**config.mk**
```make
export PLATFORM = sky130hd
export DESIGN_NAME = mc_control_fsm
export DESIGN_NICKNAME = d
export VERILOG_FILES = /design/src/rtl/mc_control_fsm.sv
export SDC_FILE = /design/constraint.sdc
export NUM_CORES = 1
export LEC_CHECK = 0
export CAP_MARGIN = 25
export CELL_PAD_IN_SITES_DETAIL_PLACEMENT = 1
export CELL_PAD_IN_SITES_GLOBAL_PLACEMENT = 1
export CORE_MARGIN = 8
export CORE_UTILIZATION = 31
export CTS_CLUSTER_DIAMETER = 80
export CTS_CLUSTER_SIZE = 25
export DETAILED_ROUTE_END_ITERATION = 10
export PLACE_DENSITY = 0.89
export REMOVE_ABC_BUFFERS = 1
export SLEW_MARGIN = 5
export SYNTH_ARGS = -nofsm -noshare
export SYNTH_HDL_FRONTEND = slang
export SYNTH_SLANG_ARGS = --single-unit
export TNS_END_PERCENT = 10
```
**constraint.sdc**
```tcl
create_clock -name clk -period 3.1 [get_ports clk]
set_input_delay 0.465 -clock clk [delete_from_list [all_inputs] [get_ports clk]]
set_output_delay 0.465 -clock clk [all_outputs]
set_load 0.05 [all_outputs]
```
**src/rtl/mc_control_fsm.sv**
```systemverilog
// Multicycle RV32I control FSM: sequences fetch/decode/execute/writeback.
// Optional ILLEGAL_TRAP_EN: illegal instructions park the FSM in HALT.
module mc_control_fsm #(
  parameter int ALUCTL_W = 5,
  parameter int STATE_W  = 4
) (
  input  logic                clk,
  input  logic                reset,
  input  logic [6:0]          opcode,
  input  logic [2:0]          funct3,
  input  logic                funct7b5,
  input  logic                alu_bit0,
  input  logic                mem_ready,
  output logic                pc_write,
  output logic                adr_src,
  output logic                mem_write,
  output logic                ir_write,
  output logic [1:0]          result_src,
  output logic [1:0]          alu_src_a,
  output logic [1:0]          alu_src_b,
  output logic [ALUCTL_W-1:0] alu_control,
  output logic [2:0]          imm_src,
  output logic                reg_write,
  output logic                illegal
);

  typedef enum logic [STATE_W-1:0] {
    S_FETCH,
    S_DECODE,
    S_MEMADR,
    S_MEMREAD,
    S_MEMWB,
    S_MEMWRITE,
    S_EXECR,
    S_EXECI,
    S_ALUWB,
    S_BRANCH,
    S_JAL,
    S_JALR,
    S_JALR_LINK,
    S_LUI,
    S_AUIPC,
    S_HALT
  } state_t;

  localparam logic [6:0] OP_LOAD   = 7'b0000011;
  localparam logic [6:0] OP_STORE  = 7'b0100011;
  localparam logic [6:0] OP_R      = 7'b0110011;
  localparam logic [6:0] OP_I      = 7'b0010011;
  localparam logic [6:0] OP_BRANCH = 7'b1100011;
  localparam logic [6:0] OP_JAL    = 7'b1101111;
  localparam logic [6:0] OP_JALR   = 7'b1100111;
  localparam logic [6:0] OP_LUI    = 7'b0110111;
  localparam logic [6:0] OP_AUIPC  = 7'b0010111;

  localparam logic [ALUCTL_W-1:0] ALU_ADD = ALUCTL_W'(5'b00000);
  localparam logic [ALUCTL_W-1:0] ALU_SUB = ALUCTL_W'(5'b00001);
  localparam logic [ALUCTL_W-1:0] ALU_AND = ALUCTL_W'(5'b00010);
  localparam logic [ALUCTL_W-1:0] ALU_SRA = ALUCTL_W'(5'b00011);
  localparam logic [ALUCTL_W-1:0] ALU_OR  = ALUCTL_W'(5'b00100);
  localparam logic [ALUCTL_W-1:0] ALU_XOR = ALUCTL_W'(5'b00101);
  localparam logic [ALUCTL_W-1:0] ALU_SLL = ALUCTL_W'(5'b00110);
  localparam logic [ALUCTL_W-1:0] ALU_SRL = ALUCTL_W'(5'b00111);
  localparam logic [ALUCTL_W-1:0] ALU_EQ  = ALUCTL_W'(5'b01001);
  localparam logic [ALUCTL_W-1:0] ALU_NEQ = ALUCTL_W'(5'b01010);
  localparam logic [ALUCTL_W-1:0] ALU_LTU = ALUCTL_W'(5'b01011);
  localparam logic [ALUCTL_W-1:0] ALU_LTS = ALUCTL_W'(5'b01101);
  localparam logic [ALUCTL_W-1:0] ALU_GEU = ALUCTL_W'(5'b01111);
  localparam logic [ALUCTL_W-1:0] ALU_GES = ALUCTL_W'(5'b10000);

`ifdef ILLEGAL_TRAP_EN
  localparam state_t S_ILL = S_HALT;
`else
  localparam state_t S_ILL = S_FETCH;
`endif

  state_t state_q, state_d;

  // funct7b5 selects SUB only for register ops; SRA/SRL for both.
  function automatic logic [ALUCTL_W-1:0] arith_op(
    input logic [2:0] f3,
    input logic       alt,
    input logic       is_reg
  );
    logic [ALUCTL_W-1:0] r;
    unique case (f3)
      3'b000:  r = (alt && is_reg) ? ALU_SUB : ALU_ADD;
      3'b001:  r = ALU_SLL;
      3'b010:  r = ALU_LTS;
      3'b011:  r = ALU_LTU;
      3'b100:  r = ALU_XOR;
      3'b101:  r = alt ? ALU_SRA : ALU_SRL;
      3'b110:  r = ALU_OR;
      default: r = ALU_AND;
    endcase
    return r;
  endfunction

  function automatic logic [ALUCTL_W-1:0] branch_op(
    input logic [2:0] f3
  );
    logic [ALUCTL_W-1:0] r;
    unique case (f3)
      3'b000:  r = ALU_EQ;
      3'b001:  r = ALU_NEQ;
      3'b100:  r = ALU_LTS;
      3'b101:  r = ALU_GES;
      3'b110:  r = ALU_LTU;
      3'b111:  r = ALU_GEU;
      default: r = ALU_ADD;
    endcase
    return r;
  endfunction

  logic br_f3_bad;
  assign br_f3_bad = (funct3[2:1] == 2'b01);

  always_comb begin
    state_d = state_q;
    unique case (state_q)
      S_FETCH:    if (mem_ready) state_d = S_DECODE;
      S_DECODE: begin
        case (opcode)
          OP_LOAD,
          OP_STORE:  state_d = S_MEMADR;
          OP_R:      state_d = S_EXECR;
          OP_I:      state_d = S_EXECI;
          OP_BRANCH: state_d = br_f3_bad ? S_ILL : S_BRANCH;
          OP_JAL:    state_d = S_JAL;
          OP_JALR:   state_d = S_JALR;
          OP_LUI:    state_d = S_LUI;
          OP_AUIPC:  state_d = S_AUIPC;
          default:   state_d = S_ILL;
        endcase
      end
      S_MEMADR:   state_d = opcode[5] ? S_MEMWRITE : S_MEMREAD;
      S_MEMREAD:  if (mem_ready) state_d = S_MEMWB;
      S_MEMWRITE: if (mem_ready) state_d = S_FETCH;
      S_EXECR,
      S_EXECI,
      S_JAL,
      S_LUI,
      S_AUIPC:    state_d = S_ALUWB;
      S_JALR:     state_d = S_JALR_LINK;
      S_HALT:     state_d = S_HALT;
      default:    state_d = S_FETCH;
    endcase
  end

  always_ff @(posedge clk) begin
    if (reset) state_q <= S_FETCH;
    else       state_q <= state_d;
  end

  always_comb begin
    pc_write    = 1'b0;
    adr_src     = 1'b0;
    mem_write   = 1'b0;
    ir_write    = 1'b0;
    result_src  = 2'b00;
    alu_src_a   = 2'b00;
    alu_src_b   = 2'b00;
    alu_control = ALU_ADD;
    reg_write   = 1'b0;
    unique case (state_q)
      S_FETCH: begin
        alu_src_b  = 2'b10;
        result_src = 2'b10;
        ir_write   = mem_ready;
        pc_write   = mem_ready;
      end
      S_DECODE: begin
        alu_src_a = 2'b01;
        alu_src_b = 2'b01;
      end
      S_MEMADR: begin
        alu_src_a = 2'b10;
        alu_src_b = 2'b01;
      end
      S_MEMREAD: adr_src = 1'b1;
      S_MEMWB: begin
        result_src = 2'b01;
        reg_write  = 1'b1;
      end
      S_MEMWRITE: begin
        adr_src   = 1'b1;
        mem_write = 1'b1;
      end
      S_EXECR: begin
        alu_src_a   = 2'b10;
        alu_control = arith_op(funct3, funct7b5, 1'b1);
      end
      S_EXECI: begin
        alu_src_a   = 2'b10;
        alu_src_b   = 2'b01;
        alu_control = arith_op(funct3, funct7b5, 1'b0);
      end
      S_ALUWB: reg_write = 1'b1;
      S_BRANCH: begin
        alu_src_a   = 2'b10;
        alu_control = branch_op(funct3);
        pc_write    = alu_bit0;
      end
      S_JAL: begin
        pc_write  = 1'b1;
        alu_src_a = 2'b01;
        alu_src_b = 2'b10;
      end
      S_JALR: begin
        alu_src_a  = 2'b10;
        alu_src_b  = 2'b01;
        result_src = 2'b10;
        pc_write   = 1'b1;
      end
      S_JALR_LINK: begin
        alu_src_a  = 2'b01;
        alu_src_b  = 2'b10;
        result_src = 2'b10;
        reg_write  = 1'b1;
      end
      S_LUI: begin
        alu_src_a = 2'b11;
        alu_src_b = 2'b01;
      end
      S_AUIPC: begin
        alu_src_a = 2'b01;
        alu_src_b = 2'b01;
      end
      default: ;
    endcase
    // Reset aborts in-flight work: no writes, fetch datapath setup.
    if (reset) begin
      pc_write    = 1'b0;
      adr_src     = 1'b0;
      mem_write   = 1'b0;
      ir_write    = 1'b0;
      result_src  = 2'b10;
      alu_src_a   = 2'b00;
      alu_src_b   = 2'b10;
      alu_control = ALU_ADD;
      reg_write   = 1'b0;
    end
  end

`ifdef ILLEGAL_TRAP_EN
  assign illegal = (state_q == S_HALT) && !reset;
`else
  assign illegal = 1'b0;
`endif

  always_comb begin
    case (opcode)
      OP_LOAD,
      OP_I,
      OP_JALR:   imm_src = 3'b000;
      OP_STORE:  imm_src = 3'b001;
      OP_BRANCH: imm_src = 3'b010;
      OP_JAL:    imm_src = 3'b011;
      OP_LUI,
      OP_AUIPC:  imm_src = 3'b100;
      default:   imm_src = 3'b000;
    endcase
  end

endmodule
```
* After elaboration in Yosys (flattened, before gate mapping) *
Cells that the tools add are included.

operators by class
  reduce and logical (&&, ||, !) cells = 14
  multiplexer cells = 31
  equality and inequality tests = 35

operators by type and width
  kind                                                              number
  4-bit one-hot mux with 8 select lines                             2
  4-bit one-hot mux with 7 select lines                             2
  4-bit == test (second input constant)                             8
  5-bit one-hot mux with 6 select lines                             1
  7-bit by 6-bit == test with 1-bit output (second input constant)  3
  7-bit == test (second input constant)                             3
  4-bit by 3-bit == test with 1-bit output (second input constant)  4
  4-bit two-way mux                                                 4
  5-bit one-hot mux with 3 select lines                             1
  7-bit by 5-bit == test with 1-bit output (second input constant)  2
  3-bit == test (second input constant)                             4
  3-bit one-hot mux with 4 select lines                             1
  1-bit two-way mux                                                 10
  5-bit OR reduction                                                2
  3-bit OR reduction                                                3
  4-bit by 2-bit == test with 1-bit output (second input constant)  2
  2-bit one-hot mux with 2 select lines                             2
  2-bit OR reduction                                                4
  7-bit by 2-bit == test with 1-bit output (second input constant)  1
  3-bit by 2-bit == test with 1-bit output (second input constant)  2
  2-bit two-way mux                                                 3
  3-bit two-way mux                                                 2
  2-bit != test (second input constant)                             3
  2-bit one-hot mux with 3 select lines                             1
  10 further kinds                                                  10

storage, ports and cells
  output and inout port bits = 20
  bits in registers = 4

* Logic depth before layout (Yosys ltp) *
Gate-level depths: netlist of run 1.

  depth after elaboration = 4
  mapped depth = 6
  mapped depth without buffers = 4

* Least setup slack after synthesis of run 1 *
OpenSTA, ideal clock, no wires.

  path kind = input-to-output
  from = input port opcode[2]
  to = output port imm_src[0]
  buffers on the path = 1
  path slack = -646 ps
  arrival = 3281 ps
  data required time = 2635 ps
  stages = 3
  cell sequence = clkbuf_1 nand2_1 a2111oi_0

on the way
  longest elaborated chain between the ends = 3

ends and longest elaborated chain
  what                                                                                                  line  RTL
  from (decl)                                                                                           9     input logic [6:0] opcode,
  7-bit by 6-bit == test with 1-bit output or 7-bit by 5-bit == test with 1-bit output (tied branches)  252   case (opcode)
  2-bit OR reduction                                                                                    252
  3-bit one-hot mux with 4 select lines *                                                               252
  to (decl)                                                                                             22    output logic [2:0] imm_src,

Mark *: on every way between the ends. The rest lies on a longest branch, timed or not.

* Final worst setup path of run 1 *
  from = input port reset
  to = output port pc_write

on the way
  longest elaborated chain between the ends = 1

ends and longest elaborated chain
  what               line  RTL
  from (decl)        8     input logic reset,
  1-bit two-way mux  232   if (reset) begin
  to (decl)          14    output logic pc_write,

Every way passes these cells.

==> flow_summary.yaml, run 1 <==
drt:
  drt_iter0_markers: 19
  ant_nets: 0
  vias: 1097
  drt-pass1-iter-count: 4
  routed_wl_um: 3110
  wire_per_inst_um: 16.2
  via_per_inst: 5.71
  drt_drc_violations_left: 0
logic_synthesis:
  syn_area_um2: 881
  yosys_warnings: 0
  synth.top_cell.area_share_pct: 9.09
  synth-main-ff-cell: "dfxtp_1"
  async_reset_ff_share_pct: 0
  syn_area_per_cell_um2: 6.62
  netlist.top_cell.by_area: "dfxtp_1"
  synth_area_leaders: "dfxtp_1 9.1%, a21oi_1 7.4%, nor2_1 6.4%"
  ys_ff_latch: 4
  yosysSeqAreaShare_pct: 9.09
  synth_edf_count: 0
  synthDistinctLibCells: 50
  synthCells: 133
floorplan:
  io_pins: 35
  die-area_um2: 4800
  core.rowCount: 19
  die_w_um: 69.3
  die_height_um: 69.3
  initial_utilization_pct: 32.2
  core_area_um2: 2730
sta:
  fin_crit_sh_pct: 91.9
  holdWs_ps: 825
  max_freq_mhz: 351
  finalHoldViolCount: 0
  setup_viol: 0
  period_needed_ps: 2850
  slew_headroom_pct: 65.0
  worstMarginPinSlew_ps: 524
  rsz0062_at_grt: "false"
  worst_clock_skew_ps: 1.29
  maxSlewViolCount: 0
global_route:
  grtUsageTotal_pct: 12.2
  grt_pass1_wl_um: 5120
  grt_start_max_net_pins: 13
  grt_pass1_vias: 1134
  grt_overflow: 0
  antenna_found_initial: 0
clocking:
  cts_tree: "done"
  cts.root.buffer_cell: "clkbuf_4"
  clock_latency_ps: 240
  clock-sinks: 4
  clk_path_buf_depth: 2
  cts_hold_buf: 0
  post-cts-setup-buffer-count: 0
  htreeDepth: 1
  clk_pin_slew_ps: 40
  cts_made_buffers: 3
  ctsResizeCount: 0
cells_and_area:
  final_common_cell: "clkdlybuf4s50_1"
  areaGrowthSynthToFinish_pct: 36.4
  regArea_um2: 80.1
  largestRegisters: "state_q x4"
  multiInputGateArea_um2: 699
  final_util_pct: 43.9
  layout-drive-gt1-share_pct: 19.9
  largest_reg_flops: 4
  top_register: "state_q"
  antenna_cells: 0
  fillCellCount: 354
  final_cell_mix: "19 x clkdlybuf4s50_1, 18 x buf_4, 15 x nor2_1"
  layout.nets: 178
worst_setup_path:
  critPathTopFamily: "buffers and inverters"
  cp.arrival_ps: 2390
  critPathKind: "input port to output port"
  cp_slowest_cell: "clkdlybuf4s50_1"
  cp_max_fo: 10
  slowest_delay_ps: 810
  crit_top_cell: "clkdlybuf4s50_1"
  start_kind: "input port"
  crit_chain: "clkdlybuf4s50_1, inv_1, a31o_2, clkdlybuf4s50_1"
  end_kind: "output port"
  critPathBufInv: 3
  crit_required_ps: 2630
job:
  max-cap-violations: 0
place:
  place.gp.congestion: 0.946
  io_buffers: 33
  dp_hpwl_um: 2470
pwr:
  p_leak_nw: 0.479
  ir_worst_vdd_v: 0.000140
  power-per-cell-area_nw_per_um2: 188
run_status:
  status: "finished, final reports clean"
hold_path:
  hold_class: "register to register"
metrics by stage:
| step | TNS [ps] | total power [mW] | setup slack [ps] | cells | instance area (um^2) |
|---|---|---|---|---|---|
| 2_1_floorplan | -426 | 0.109 | -426 | 120 | 795 |
| 4_1_cts | 0 | 0.229 | 237 | 192 | 1200 |
| 3_3_place_gp | 0 | 0.156 | 297 | 189 | 1180 |
| 3_5_place_dp | 0 | 0.159 | 240 | 189 | 1180 |
| 6_report | 0 | 0.226 | 250 | 192 | 1200 |
| 5_1_grt | 0 | 0.239 | 158 | 192 | 1200 |
worst register-to-register path, stage by stage, from the launching register on:
cell,delay (ps)
dfxtp_1,440
buf_4,240
nor2_1,210
nor4b_2,290
o31ai_1,140
a21oi_1,160
synthesized netlist by cell type (all sizes together) (2+ instances only):
cell / n
nor4: 2
nor3b: 2
nor3: 9
dfxtp: 4
o31ai: 2
nand2: 14
nand2b: 5
a31oi: 2
nor2: 15
and2: 4
buf: 10
a211o: 2
o211ai: 2
o21ai: 8
a32oi: 2
nand4: 2
nor4b: 2
inv: 4
nand3: 3
clkbuf: 3
a21oi: 13
cells by family (layout without fill, tap and decap cells):
group,Yosys count,after routing,synth area share (%)
multiplexers,1,1,1.14
flip-flops,4,4,9.09
XOR/XNOR,2,2,1.99
AND/OR/NAND/NOR,67,67,45.5
AO/OA/AOI/OAI,41,41,30.4
buffers and inverters,17,45,11.5
other,1,1,0.426
routing by layer:
metal | GRT usage (%) | share of wire [%] | vias up
li1 | - | - | 539
met1 | 13.9 | 46 | 520
met2 | 20.8 | 48 | 34
met3 | 4.72 | 4.9 | 4
met4 | 2.28 | 0.39 | 0
met5 | 0 | 0 | -
final cells by class:
type / count / share of cell area (%)
Multi-Input combinational cell: 112 / 58.2
Timing Repair Buffer: 38 / 28.8
Sequential cell: 4 / 6.67
Tap cell: 31 / 3.23
Clock buffer: 3 / 1.88
Inverter: 4 / 1.25
power by group:
part           internal, mW  total [mW]  switching (mW)
Combinational        0.0416       0.103          0.0612
Clock                0.0435      0.0676          0.0241
Sequential           0.0528      0.0553         0.00253
final timing paths:
path                                              start                 endpoint  slack (ps)  cells after the start
worst max-delay path                              reset                 pc_write         250                      4
worst min register to register  state_q[0]$_SDFFE_PP0P_  state_q[1]$_SDFFE_PP0P_         830                      4
worst max register to register  state_q[2]$_SDFFE_PP0P_  state_q[3]$_SDFFE_PP0P_        1560                      5
worst min-delay path            state_q[0]$_SDFFE_PP0P_  state_q[1]$_SDFFE_PP0P_         830                      4
No activity file was read; power rests on OpenSTA's default activity.
==> run 2: changes to the inputs <==
- CTS_CLUSTER_DIAMETER: 80 -> default
- SLEW_MARGIN: 5 -> default
- TNS_END_PERCENT: 10 -> 30
==> results of run 2 <==
Final layout, timing and power as in run 1 (identical DEF).
